### config.mk
export PLATFORM = sky130hd
export DESIGN_NAME = ctrl_bubble_stage
export DESIGN_NICKNAME = d
export VERILOG_FILES = /design/src/rtl/pipe_ctrl_pkg.sv /design/src/rtl/sat_counter.sv /design/src/rtl/ctrl_bubble_stage.sv
export SDC_FILE = /design/constraint.sdc
export NUM_CORES = 1
export LEC_CHECK = 0
export ABC_CLOCK_PERIOD_IN_PS = 3100
export CORE_MARGIN = 1.5
export CORE_UTILIZATION = 50
export CTS_CLUSTER_DIAMETER = 40
export CTS_CLUSTER_SIZE = 8
export DETAILED_ROUTE_END_ITERATION = 8
export DONT_BUFFER_PORTS = 1
export GPL_ROUTABILITY_DRIVEN = 0
export PLACE_DENSITY = 0.71
export SYNTH_ARGS = -nofsm -noshare
export SYNTH_HDL_FRONTEND = slang
export SYNTH_SLANG_ARGS = --single-unit
export TNS_END_PERCENT = 20
### constraint.sdc
create_clock -name clk -period 3.1 [get_ports clk]
set_input_delay 0.465 -clock clk [delete_from_list [all_inputs] [get_ports clk]]
set_output_delay 0.465 -clock clk [all_outputs]
set_load 0.1 [all_outputs]
### src/rtl/pipe_ctrl_pkg.sv
// Shared ID/EX control-bundle layout and the bubble-stage state type.
// The decoder and the hazard unit use this package too.
package pipe_ctrl_pkg;

    localparam int WBSEL_W    = 2;
    localparam int MEMRW_W    = 1;
    localparam int ALUSEL_W   = 4;
    localparam int ASEL_W     = 1;
    localparam int BSEL_W     = 1;
    localparam int RSEL_W     = 3;
    localparam int WSEL_W     = 2;
    localparam int REGWRITE_W = 1;

    // Wbsel occupies the MSBs and RegWrite the LSB.
    localparam int REGWRITE_LSB = 0;
    localparam int WSEL_LSB     = REGWRITE_LSB + REGWRITE_W;
    localparam int RSEL_LSB     = WSEL_LSB + WSEL_W;
    localparam int BSEL_LSB     = RSEL_LSB + RSEL_W;
    localparam int ASEL_LSB     = BSEL_LSB + BSEL_W;
    localparam int ALUSEL_LSB   = ASEL_LSB + ASEL_W;
    localparam int MEMRW_LSB    = ALUSEL_LSB + ALUSEL_W;
    localparam int WBSEL_LSB    = MEMRW_LSB + MEMRW_W;

    localparam int PIPE_CTRL_W  = WBSEL_LSB + WBSEL_W;

    typedef enum logic {
        PASS   = 1'b0,
        BUBBLE = 1'b1
    } stage_state_e;

endpackage

### src/rtl/sat_counter.sv
// Saturating up-counter with a synchronous clear.
// It holds at all-ones instead of wrapping.
module sat_counter #(
    parameter int W = 16
) (
    input  logic         clk,
    input  logic         clear_i,
    input  logic         inc_i,
    output logic [W-1:0] count_o
);

    logic [W-1:0] count_q;
    logic [W-1:0] count_d;

    always_comb begin
        count_d = count_q;
        if (clear_i) begin
            count_d = '0;
        end else if (inc_i && (count_q != {W{1'b1}})) begin
            count_d = count_q + W'(1);
        end
    end

    always_ff @(posedge clk) begin
        count_q <= count_d;
    end

    assign count_o = count_q;

endmodule

### src/rtl/ctrl_bubble_stage.sv
// ID/EX control pipeline register. It inserts programmable bubble runs on hazard
// requests, back-pressures IF/ID and honours downstream hold and flush.
module ctrl_bubble_stage
    import pipe_ctrl_pkg::*;
#(
    parameter int                CTRL_W      = PIPE_CTRL_W,
    parameter int                DATA_W      = 32,
    parameter int                MAX_BUBBLES = 3,
    parameter logic [CTRL_W-1:0] BUBBLE_VAL  = '0,
    parameter int                PERF_W      = 16,
    localparam int               BW          = $clog2(MAX_BUBBLES + 1)
) (
    input  logic              clk,
    input  logic              rst_n,
    input  logic              in_valid,
    input  logic [CTRL_W-1:0] in_ctrl,
    input  logic [DATA_W-1:0] in_data,
    input  logic              hold_i,
    input  logic              flush_i,
    input  logic              bubble_req_i,
    input  logic [BW-1:0]     bubble_cnt_i,
    output logic              stall_o,
    output logic              out_valid,
    output logic [CTRL_W-1:0] out_ctrl,
    output logic [DATA_W-1:0] out_data,
    output logic              bubbling_o,
    output logic [PERF_W-1:0] bubble_total_o
);

    function automatic logic [BW-1:0] clamp_len(input logic [BW-1:0] cnt);
        if (cnt > BW'(MAX_BUBBLES)) begin
            return BW'(MAX_BUBBLES);
        end
        return cnt;
    endfunction

    stage_state_e      state_q, state_d;
    logic [BW-1:0]     rem_q, rem_d;
    logic              valid_q, valid_d;
    logic [CTRL_W-1:0] ctrl_q, ctrl_d;
    logic [DATA_W-1:0] data_q, data_d;
    logic [BW-1:0]     req_len;
    logic              start_run;
    logic              issue;

    assign req_len   = clamp_len(bubble_cnt_i);
    assign start_run = (state_q == PASS) && bubble_req_i && (req_len != '0);

    // Flush outranks everything else, including the stall it would otherwise cause.
    assign stall_o    = !flush_i && (hold_i || (state_q == BUBBLE) || start_run);
    assign bubbling_o = (state_q == BUBBLE);

    always_comb begin
        state_d = state_q;
        rem_d   = rem_q;
        valid_d = valid_q;
        ctrl_d  = ctrl_q;
        data_d  = data_q;
        issue   = 1'b0;
        if (flush_i) begin
            valid_d = 1'b0;
            ctrl_d  = BUBBLE_VAL;
            rem_d   = '0;
            state_d = PASS;
        end else if (hold_i) begin
            state_d = state_q;
        end else if (state_q == BUBBLE) begin
            valid_d = 1'b0;
            ctrl_d  = BUBBLE_VAL;
            rem_d   = rem_q - BW'(1);
            issue   = 1'b1;
            if (rem_q == BW'(1)) begin
                state_d = PASS;
            end
        end else if (start_run) begin
            valid_d = 1'b0;
            ctrl_d  = BUBBLE_VAL;
            rem_d   = req_len - BW'(1);
            issue   = 1'b1;
            state_d = (req_len > BW'(1)) ? BUBBLE : PASS;
        end else begin
            valid_d = in_valid;
            ctrl_d  = in_ctrl;
            data_d  = in_data;
        end
    end

    always_ff @(posedge clk) begin
        if (!rst_n) begin
            state_q <= PASS;
            rem_q   <= '0;
            valid_q <= 1'b0;
            ctrl_q  <= BUBBLE_VAL;
            data_q  <= '0;
        end else begin
            state_q <= state_d;
            rem_q   <= rem_d;
            valid_q <= valid_d;
            ctrl_q  <= ctrl_d;
            data_q  <= data_d;
        end
    end

    sat_counter #(
        .W(PERF_W)
    ) u_bubble_total (
        .clk     (clk),
        .clear_i (!rst_n),
        .inc_i   (issue),
        .count_o (bubble_total_o)
    );

    assign out_valid = valid_q;
    assign out_ctrl  = ctrl_q;
    assign out_data  = data_q;

endmodule

# Yosys cells after proc, flatten, opt, wreduce, memory -nomap -nowiden

Index checks and enable logic that the tools add are counted.

Add/sub/neg operators: 3
Order comparisons: 2
Eq/ne operators: 2
Reduce and logical (&&, ||, !) cells: 12
Bitwise logic cells: 5
Multiplexer cells: 17

Operators with widths:

| cell                    | number |
|---|---|
| $mux W15                | 2 |
| $add A16 B1 Y16 const B | 1 |
| $ne A16 B16 Y1 const B  | 1 |
| $mux W1                 | 11 |
| $mux W2                 | 4 |
| $not A1 Y1              | 5 |
| $logic_and A1 B1 Y1     | 4 |
| $reduce_and A4 Y1       | 1 |
| $reduce_bool A2 Y1      | 2 |
| $sub A2 B1 Y2 const B   | 2 |
| $eq A2 B1 Y1 const B    | 1 |
| $gt A2 B1 Y1 const B    | 1 |
| $gt A2 B2 Y1 const B    | 1 |
| $logic_or A1 B1 Y1      | 2 |
| $reduce_and A2 Y1       | 1 |
| $reduce_or A2 Y1        | 1 |
| $logic_not A1 Y1        | 1 |

Register bits after elaboration: 67
Input port bits: 55
Output and inout port bits: 66

# Longest topological paths before layout

Gate-level depths: netlist of run 1.

Depth after elaboration: 10
Gate-level depth with buffers: 9
Mapped depth without buffers: 6

# Modules after synthesis

From an unflattened synthesis of run 1, not the netlist that was laid out.

Cell total of the unflattened synthesis: 326
Area total of the unflattened synthesis: 2924.1 um^2

By module, submodules not included:

| module            | cells each | times used | area each (um^2) | seq. area each (um^2) |
|---|---|---|---|---|
| ctrl_bubble_stage | 227        | 1          | 2075.7           | 1021.0 |
| sat_counter       | 99         | 1          | 848.3            | 320.3 |

# Worst setup path before layout of run 1

Ideal clock, no wire load.

Path kind: register to output
From: register state_q (netlist: bubbling_o)
To: output port stall_o
Required time: 2635 ps
Stages on the path, launching flop included: 5
Path slack: -195 ps
Data arrival time: 2830 ps
Cell sequence: dfxtp_1 > buf_2 > nor3_2 > buf_2 > nor2_1

Cells in the longest elaborated chain, start to end: 5
Elaborated cells on any way between the ends: 6
Those cells by class: 1 x bitwise; 5 x reduce/logical

RTL lines:

| item                              | RTL line                | RTL |
|---|---|---|
| start: declaration                | ctrl_bubble_stage.sv:37 | `stage_state_e state_q, state_d;` |
| start signal: assignment          | ctrl_bubble_stage.sv:96 | `state_q <= state_d;` |
| $not A1 Y1 (no source line)       | n/a                     |  |
| $logic_and A1 B1 Y1 (2 in series) | ctrl_bubble_stage.sv:47 | `assign start_run = (state_q == PASS) && bubble_req_i && (req_len != '0);` |
| $logic_or A1 B1 Y1 (*)            | ctrl_bubble_stage.sv:50 | `assign stall_o = !flush_i && (hold_i \|\| (state_q == BUBBLE) \|\| start_run);` |
| $logic_and A1 B1 Y1 (*)           | ctrl_bubble_stage.sv:50 |  |
| end: declaration                  | ctrl_bubble_stage.sv:22 | `output logic stall_o,` |

Mark *: on every way between the ends. The rest lies on a longest branch, timed or not.

# Worst setup path after layout of run 1

From: input port bubble_cnt_i[0]
To: output port stall_o

Cells in the longest elaborated chain, start to end: 7

RTL lines:

| item                    | RTL line                | RTL |
|---|---|---|
| start: declaration      | ctrl_bubble_stage.sv:21 | `input logic [BW-1:0] bubble_cnt_i,` |
| $gt A2 B2 Y1            | ctrl_bubble_stage.sv:31 | `if (cnt > BW'(MAX_BUBBLES)) begin` |
| $mux W1                 | ctrl_bubble_stage.sv:31 |  |
| $mux W2 (*)             | ctrl_bubble_stage.sv:34 | `return cnt;` |
| $reduce_bool A2 Y1 (*)  | ctrl_bubble_stage.sv:47 |  |
| $logic_and A1 B1 Y1 (*) | ctrl_bubble_stage.sv:47 |  |
| $logic_or A1 B1 Y1 (*)  | ctrl_bubble_stage.sv:50 |  |
| $logic_and A1 B1 Y1 (*) | ctrl_bubble_stage.sv:50 |  |

Marked as above.

==> impl_metrics.csv, run 1 <==
group,metric,value,unit
status,outcome,"finished, final reports clean",
finish,fraction_of_final_layout_cells_with_drive_strength_greater_than_1,0.124,
finish,commonest_non_fill_non_tap_cells_in_the_layout,"nand2_1, dfxtp_1, a21oi_1",
die,die_h,76.8,microns
finish,most_common_cell_after_layout_fill_and_taps_aside,"nand2_1",
synth,yosys.cell_types.count,42,
sta,relSlewSlack,0.308,
finish,antenna_cell_count,0,
sta,tns,0,ns
finish,layout-area-overhead-vs-synth,12.9,%
cts,clock_tree_root,"clkbuf_8",
placement,dpl_worst_slack,0.686,ns
grt,globalRouteMet1Util,0.243,
min_path,hold_path_depth,2,
drt,antenna_violating_nets_post_route,0,
synth,multiplexer_fraction_of_the_synthesized_cell_area,0.0220,
sta,layout_worst_path_cycle_share,0.786,
synth,yosys_warnings,0,
setup_path,critPathMaxFanout,17,
setup_path,launch_point_of_the_worst_reg_to_reg_path,"u_bubble_total.count_o[2]$_SDFFE_PN0P_",
synth,syn_area_per_cell,8.41,sq um
cts,cts.sinks,67,
sta,clock.fmax,0.410,GHz
synth,synth_top_cells_by_area,"dfxtp_1, nand2_1, a21oi_1",
grt,gr-usage-met2,0.340,
grt,gr-max-usage-layer,"met2",
cts,post_cts_resized,0,
cts,clk_latency_worst_skew_pair,0.33,ns
synth,synth_top_family_by_area,"simple AND/OR/NAND/NOR gates",
flow_run,max_cap_viol_count,0,
cts,clock_tree.buffer_depth,2,
synth,synth-main-ff-cell,"dfxtp_1",
drt,total_wire_length_after_detailed_routing,6020,microns
drt,viasPerCell,5.63,
synth,syn_area,2730,sq um
drt,avgRoutedWirePerCell,14.7,microns
sta,timing_hold_violations_final,0,
cts,cts_made_buffers,9,
die,fp.coreArea,5170,sq um
setup_path,critPathRequiredTime,2.63,ns
setup_path,worstSetupStartpoint,"bubble_cnt_i[0]",
grt,grtUsageMet3,0.0762,
synth,synth_seq_area_share,0.492,
sta,timing.clock.skew,0.00601,ns
die,die_extent_in_x,76.8,microns
synth,synth_seq_cells,67,
synth,post-synth-top-area-cell,"dfxtp_1",
cts,ctsHoldBuffers,0,
setup_path,path_depth_of_the_worst_reg2reg_path,5,
min_path,hold_class,"primary input to flop",
synth,synthSimpleGateAreaFrac,0.230,
sta,post-route-min-period,2.44,ns
die,io_pins,121,
drt,detailedRoute.firstPassIterationCount,4,
die,starting_utilization_of_the_core_area,0.527,
grt,initial_antenna_violation_count,0,
setup_path,critical_path.endpoint_type,"output port",
sta,fin_worst_hold_slack,0.263,ns
finish,nFillCells,495,
cts,tritoncts,"yes",
min_path,min-delay-start,"in_data[11]",
grt,vias_in_the_first_global_route,2227,
synth,asyncSetResetFlopFracSynth,0,
synth,synthesis.instances,324,
cts,h-tree-depth,3,
setup_path,start_kind,"primary input",
die,die_area,5900,sq um
drt,detailedRoute.firstIterationViolations,71,
synth,synth-compound-area-share,0.190,
finish,fin_cells,410,
power_and_ir_drop,power_leakage,1.10,nW
power_and_ir_drop,max-vdd-ir-drop,343,uV
grt,grtUsageTotal,0.211,
drt,drc_errors,0,
grt,grt_first_pass_wirelength,10100,microns
cts,clk_slew_on_worst_s_h_paths,0.07,ns
placement,placed_cells_incl_taps,394,
placement,portBuffers,0,
synth,synthAdderAreaFrac,0.0184,
placement,dp.final_hpwl,4240,microns
synth,post_syn_nets,383,
power_and_ir_drop,power_per_cell_area,599,nW/um^2
setup_path,setup.worst_path.class,"primary input to output port",
sta,finalMaxSlewViolations,0,
finish,post-route-util,0.595,
synth,synthXorXnorAreaFrac,0,
sta,max_slew.worst_pin.slew,1.03,ns
setup_path,arrival,1.97,ns
synth,count_of_flip_flops_with_a_built_in_enable_after_synthesis,0,
grt,grt_start_max_net_pins,33,
die,placement_rows,26,
grt,grt_overflow_total,0,
sta,layout_setup_ws,0.663,ns
cts,cts_setup_buffers,0,
drt,route.vias.total,2310,
synth,yosysTopAreaCellShare,0.492,
finish,final_nets,394,
sta,setup_viol_count_final,0,
sta,rsz0062_at_grt,"false",
-- flip-flops by register name, summed over array words and instances, names as in the netlist --
register	cells
u_bubble_total.count_o	16
out_ctrl	15
rem_q	2
out_valid	1
bubbling_o	1
out_data	32
-- worst max-delay path: stages --
cell     delay (ns)
inv_1          0.05
ha_1           0.15
nor2b_1        0.07
buf_4          0.17
nor3_2         0.78
nor2_2         0.03
buf_4          0.26
-- per-stage QoR --
| step | power (mW) | area, sq um |
|---|---|---|
| after floorplan | 1.16 | 2730 |
| after global placement | 1.17 | 2890 |
| after detailed placement | 1.18 | 2890 |
| after CTS | 1.85 | 3080 |
| after global routing | 1.90 | 3080 |
| final | 1.84 | 3080 |
-- cell usage after synthesis (4+ instances only) --
| cell type | number |
|---|---|
| a211oi_1 | 5 |
| a21oi_1 | 39 |
| a22oi_1 | 16 |
| and3_1 | 4 |
| buf_2 | 10 |
| clkbuf_1 | 10 |
| dfxtp_1 | 67 |
| ha_1 | 4 |
| inv_1 | 8 |
| mux2i_1 | 6 |
| nand2_1 | 79 |
| nand2b_1 | 6 |
| nand3_1 | 6 |
| nor2_1 | 20 |
| o21ai_0 | 7 |
| or4_1 | 4 |
-- metal layers --
layer  routed length, microns  vias up
li1                         -     1153
met1                     2540     1058
met2                     2800       84
met3                      503       15
met4                      169        0
met5                        0        -
-- cell type report --
type                    count  area [sq um]  share of cell area
clock buffers              11           131              0.0427
clock inverters             5          53.8              0.0175
inverters                   8          30.0             0.00976
multi-input cells         227          1270               0.412
flip-flops and latches     67          1340               0.436
well taps                  70          87.6              0.0285
repair buffers             22           165              0.0537
-- cells by family (layout without fill, tap and decap cells) --
family / count (synthesis) / after routing
DFF: 67 / 67
adders and majority gates: 4 / 4
muxes: 6 / 6
AOI/OAI and AO/OA: 82 / 82
and+or+nand+nor: 135 / 135
buffers and inverters: 30 / 46
-- final timing paths --
check / endpoint / slack, ns
setup / recovery: stall_o / 0.66
hold / removal: out_data[11]$_SDFFE_PN0P_ / 0.26
setup reg to reg: u_bubble_total.count_o[8]$_SDFFE_PN0P_ / 0.96
hold reg to reg: rem_q[1]$_SDFFE_PP0P_ / 0.47
-- where the power goes --
group	switching (mW)	total [mW]	internal, mW	leakage [nW]
sequential	0.171	1.05	0.884	0.543
clock	0.314	0.683	0.369	0.0971
combinational	0.0696	0.103	0.0333	0.457
total	0.555	1.84	1.29	1.10
No activity file was read; power rests on OpenSTA's default activity.
==> inputs of run 2 (changes only) <==
- ABC_AREA: not set -> 1
- ABC_CLOCK_PERIOD_IN_PS: 3100 -> 2500
- clock period: 3.1 -> 2.5 ns (I/O delays scaled with it)
==> impl_metrics.csv, run 2 <==
group,metric,value,unit
sta,timing_hold_violations_final,0,
grt,grt_overflow_total,0,
die,die_h,80.9,microns
setup_path,critPathRequiredTime,2.12,ns
synth,synth_most_common_cell,"nand2_1",
finish,layout-area-overhead-vs-synth,22.1,%
placement,dp.final_hpwl,5210,microns
placement,dpl_worst_slack,0.735,ns
synth,post_syn_nets,464,
finish,number_of_flip_flops_in_the_largest_register,32,
cts,clock_tree.buffer_depth,2,
cts,clk_latency_worst_skew_pair,0.34,ns
synth,yosysTopAreaCellShare,0.443,
sta,max_slew.worst_pin.slew,0.969,ns
sta,layout_setup_ws,0.819,ns
grt,initial_antenna_violation_count,0,
sta,timing.clock.skew,0.00618,ns
setup_path,critPathMaxFanout,2,
finish,post-route-cell-area,3700,sq um
sta,setup_viol_count_final,0,
drt,antenna_violating_nets_post_route,0,
sta,clock.fmax,0.595,GHz
min_path,worst_hold_path.endpoint,"u_bubble_total.count_o[1]$_SDFFE_PN0P_",
synth,synthesis.instances,405,
finish,post-route-util,0.629,
placement,dpl-instance-area,3510,sq um
synth,asyncSetResetFlopFracSynth,0,
sta,layout_worst_path_cycle_share,0.672,
setup_path,start_kind,"flop",
cts,cts.sinks,67,
setup_path,setup.reg_to_reg.worst_slack,0.85,ns
finish,antenna_cell_count,0,
synth,synth_seq_area_share,0.443,
die,die_area,6540,sq um
cts,h-tree-depth,3,
die,fp.coreArea,5890,sq um
grt,grtUsageTotal,0.225,
die,io_pins,121,
cts,clock_tree_root,"clkbuf_8",
sta,relSlewSlack,0.353,
sta,rsz0062_at_grt,"false",
drt,detailedRoute.firstIterationViolations,96,
drt,wirelength_met1,3000,microns
setup_path,crit-reg2reg-capture,"u_bubble_total.count_o[15]$_SDFFE_PN0P_",
drt,avgRoutedWirePerCell,13.7,microns
finish,most_common_cell_after_layout_fill_and_taps_aside,"nand2_1",
setup_path,setup.worst_path.class,"flop to output port",
finish,commonest_non_fill_non_tap_cells_in_the_layout,"nand2_1, dfxtp_1, buf_4",
min_path,hold_class,"primary input to flop",
power_and_ir_drop,power_per_cell_area,653,nW/um^2
synth,yosys_warnings,0,
synth,yosys.cell_types.count,30,
cts,tritoncts,"yes",
synth,synth_top_cells_by_area,"dfxtp_1, nand2_1, a21oi_1",
die,starting_utilization_of_the_core_area,0.515,
flow_run,max_cap_viol_count,0,
grt,grt_start_max_net_pins,41,
finish,fraction_of_final_layout_cells_with_drive_strength_greater_than_1,0.256,
drt,top_layer,"met4",
sta,post-route-min-period,1.68,ns
power_and_ir_drop,max-vdd-ir-drop,322,uV
cts,ctsHoldBuffers,0,
setup_path,path_depth_of_the_worst_reg2reg_path,8,
min_path,hold_path_depth,2,
synth,post-synth-top-area-cell,"dfxtp_1",
drt,viasPerCell,5.28,
cts,cts_setup_buffers,0,
die,die_extent_in_x,80.9,microns
synth,count_of_flip_flops_with_a_built_in_enable_after_synthesis,0,
drt,wl_met2,3640,microns
synth,synth-main-ff-cell,"dfxtp_1",
drt,drc_errors,0,
setup_path,launch_point_of_the_worst_reg_to_reg_path,"u_bubble_total.count_o[2]$_SDFFE_PN0P_",
drt,route.vias.total,2849,
finish,final_nets,519,
drt,total_wire_length_after_detailed_routing,7380,microns
sta,tns,0,ns
cts,cts_made_buffers,9,
setup_path,critical_path.endpoint_type,"output port",
min_path,min-delay-start,"rst_n",
status,outcome,"finished, final reports clean",
die,placement_rows,28,
setup_path,arrival,1.31,ns
drt,detailedRoute.firstPassIterationCount,5,
grt,vias_in_the_first_global_route,2547,
placement,portBuffers,0,
synth,syn_area,3030,sq um
power_and_ir_drop,power_leakage,1.50,nW
sta,finalMaxSlewViolations,0,
synth,syn_area_per_cell,7.48,sq um
cts,post_cts_resized,0,
synth,synth.cells.most_frequent,"nand2_1, dfxtp_1, a21oi_1, nand3_1, nor2_1",
cts,clk_slew_on_worst_s_h_paths,0.08,ns
synth,synth_seq_cells,67,
drt,met3_wirelength,648,microns
grt,grt_first_pass_wirelength,11200,microns
## run 2: cells by family (layout without fill, tap and decap cells)
kind of cell	Yosys count	in the layout	share of synthesized area
compound gates	69	69	0.128
fa+ha+maj	4	4	0.0165
buf+inv	46	106	0.0735
flops	67	67	0.443
simple gates	213	213	0.322
xor+xnor	6	6	0.0173
## run 2: per-layer routing
layer  up-vias  global-route usage
met5         -                   0
li1       1423                   -
met4         0              0.0914
met3        11              0.0820
met1      1307               0.254
met2       108               0.383
## run 2: through the flow
| step | power (mW) | instances | hold slack, ns |
|---|---|---|---|
| floorplan | 1.49 | 405 | 0.443 |
| global placement | 1.55 | 524 | 0.453 |
| detailed placement | 1.55 | 524 | 0.455 |
| CTS | 2.45 | 540 | 0.118 |
| global route | 2.52 | 540 | 0.113 |
| finish | 2.42 | 540 | 0.131 |
## run 2: area by class of cell
cell class	count	area, sq um
well taps	75	93.8
clock inverters	7	68.8
flip-flops and latches	67	1340
clock buffers	9	124
multi-input cells	292	1470
repair buffers	65	513
inverters	25	93.8
fillers	525	2180
## run 2: power by group
part           switching (mW)  internal, mW  leakage, nW
Sequential             0.0402          1.10        0.544
Combinational           0.309        0.0812        0.865
Clock                   0.433         0.456       0.0950
## run 2: worst max-delay path by stage
| stage | cells past startpoint | slack [ns] | end | startpoint |
|---|---|---|---|---|
| after global routing | 8 | 0.71 | u_bubble_total.count_o[15]$_SDFFE_PN0P_ | u_bubble_total.count_o[2]$_SDFFE_PN0P_ |
| after detailed placement | 10 | 0.73 | out_data[18]$_SDFFE_PN0P_ | bubble_cnt_i[1] |
| final | 0 | 0.82 | out_data[8] | out_data[8]$_SDFFE_PN0P_ |
| after floorplan | 4 | 0.15 | stall_o | bubbling_o$_SDFFE_PP0N_ |
| after CTS | 0 | 0.80 | out_data[2] | out_data[2]$_SDFFE_PN0P_ |
| after global placement | 10 | 0.83 | out_data[18]$_SDFFE_PN0P_ | bubble_cnt_i[1] |
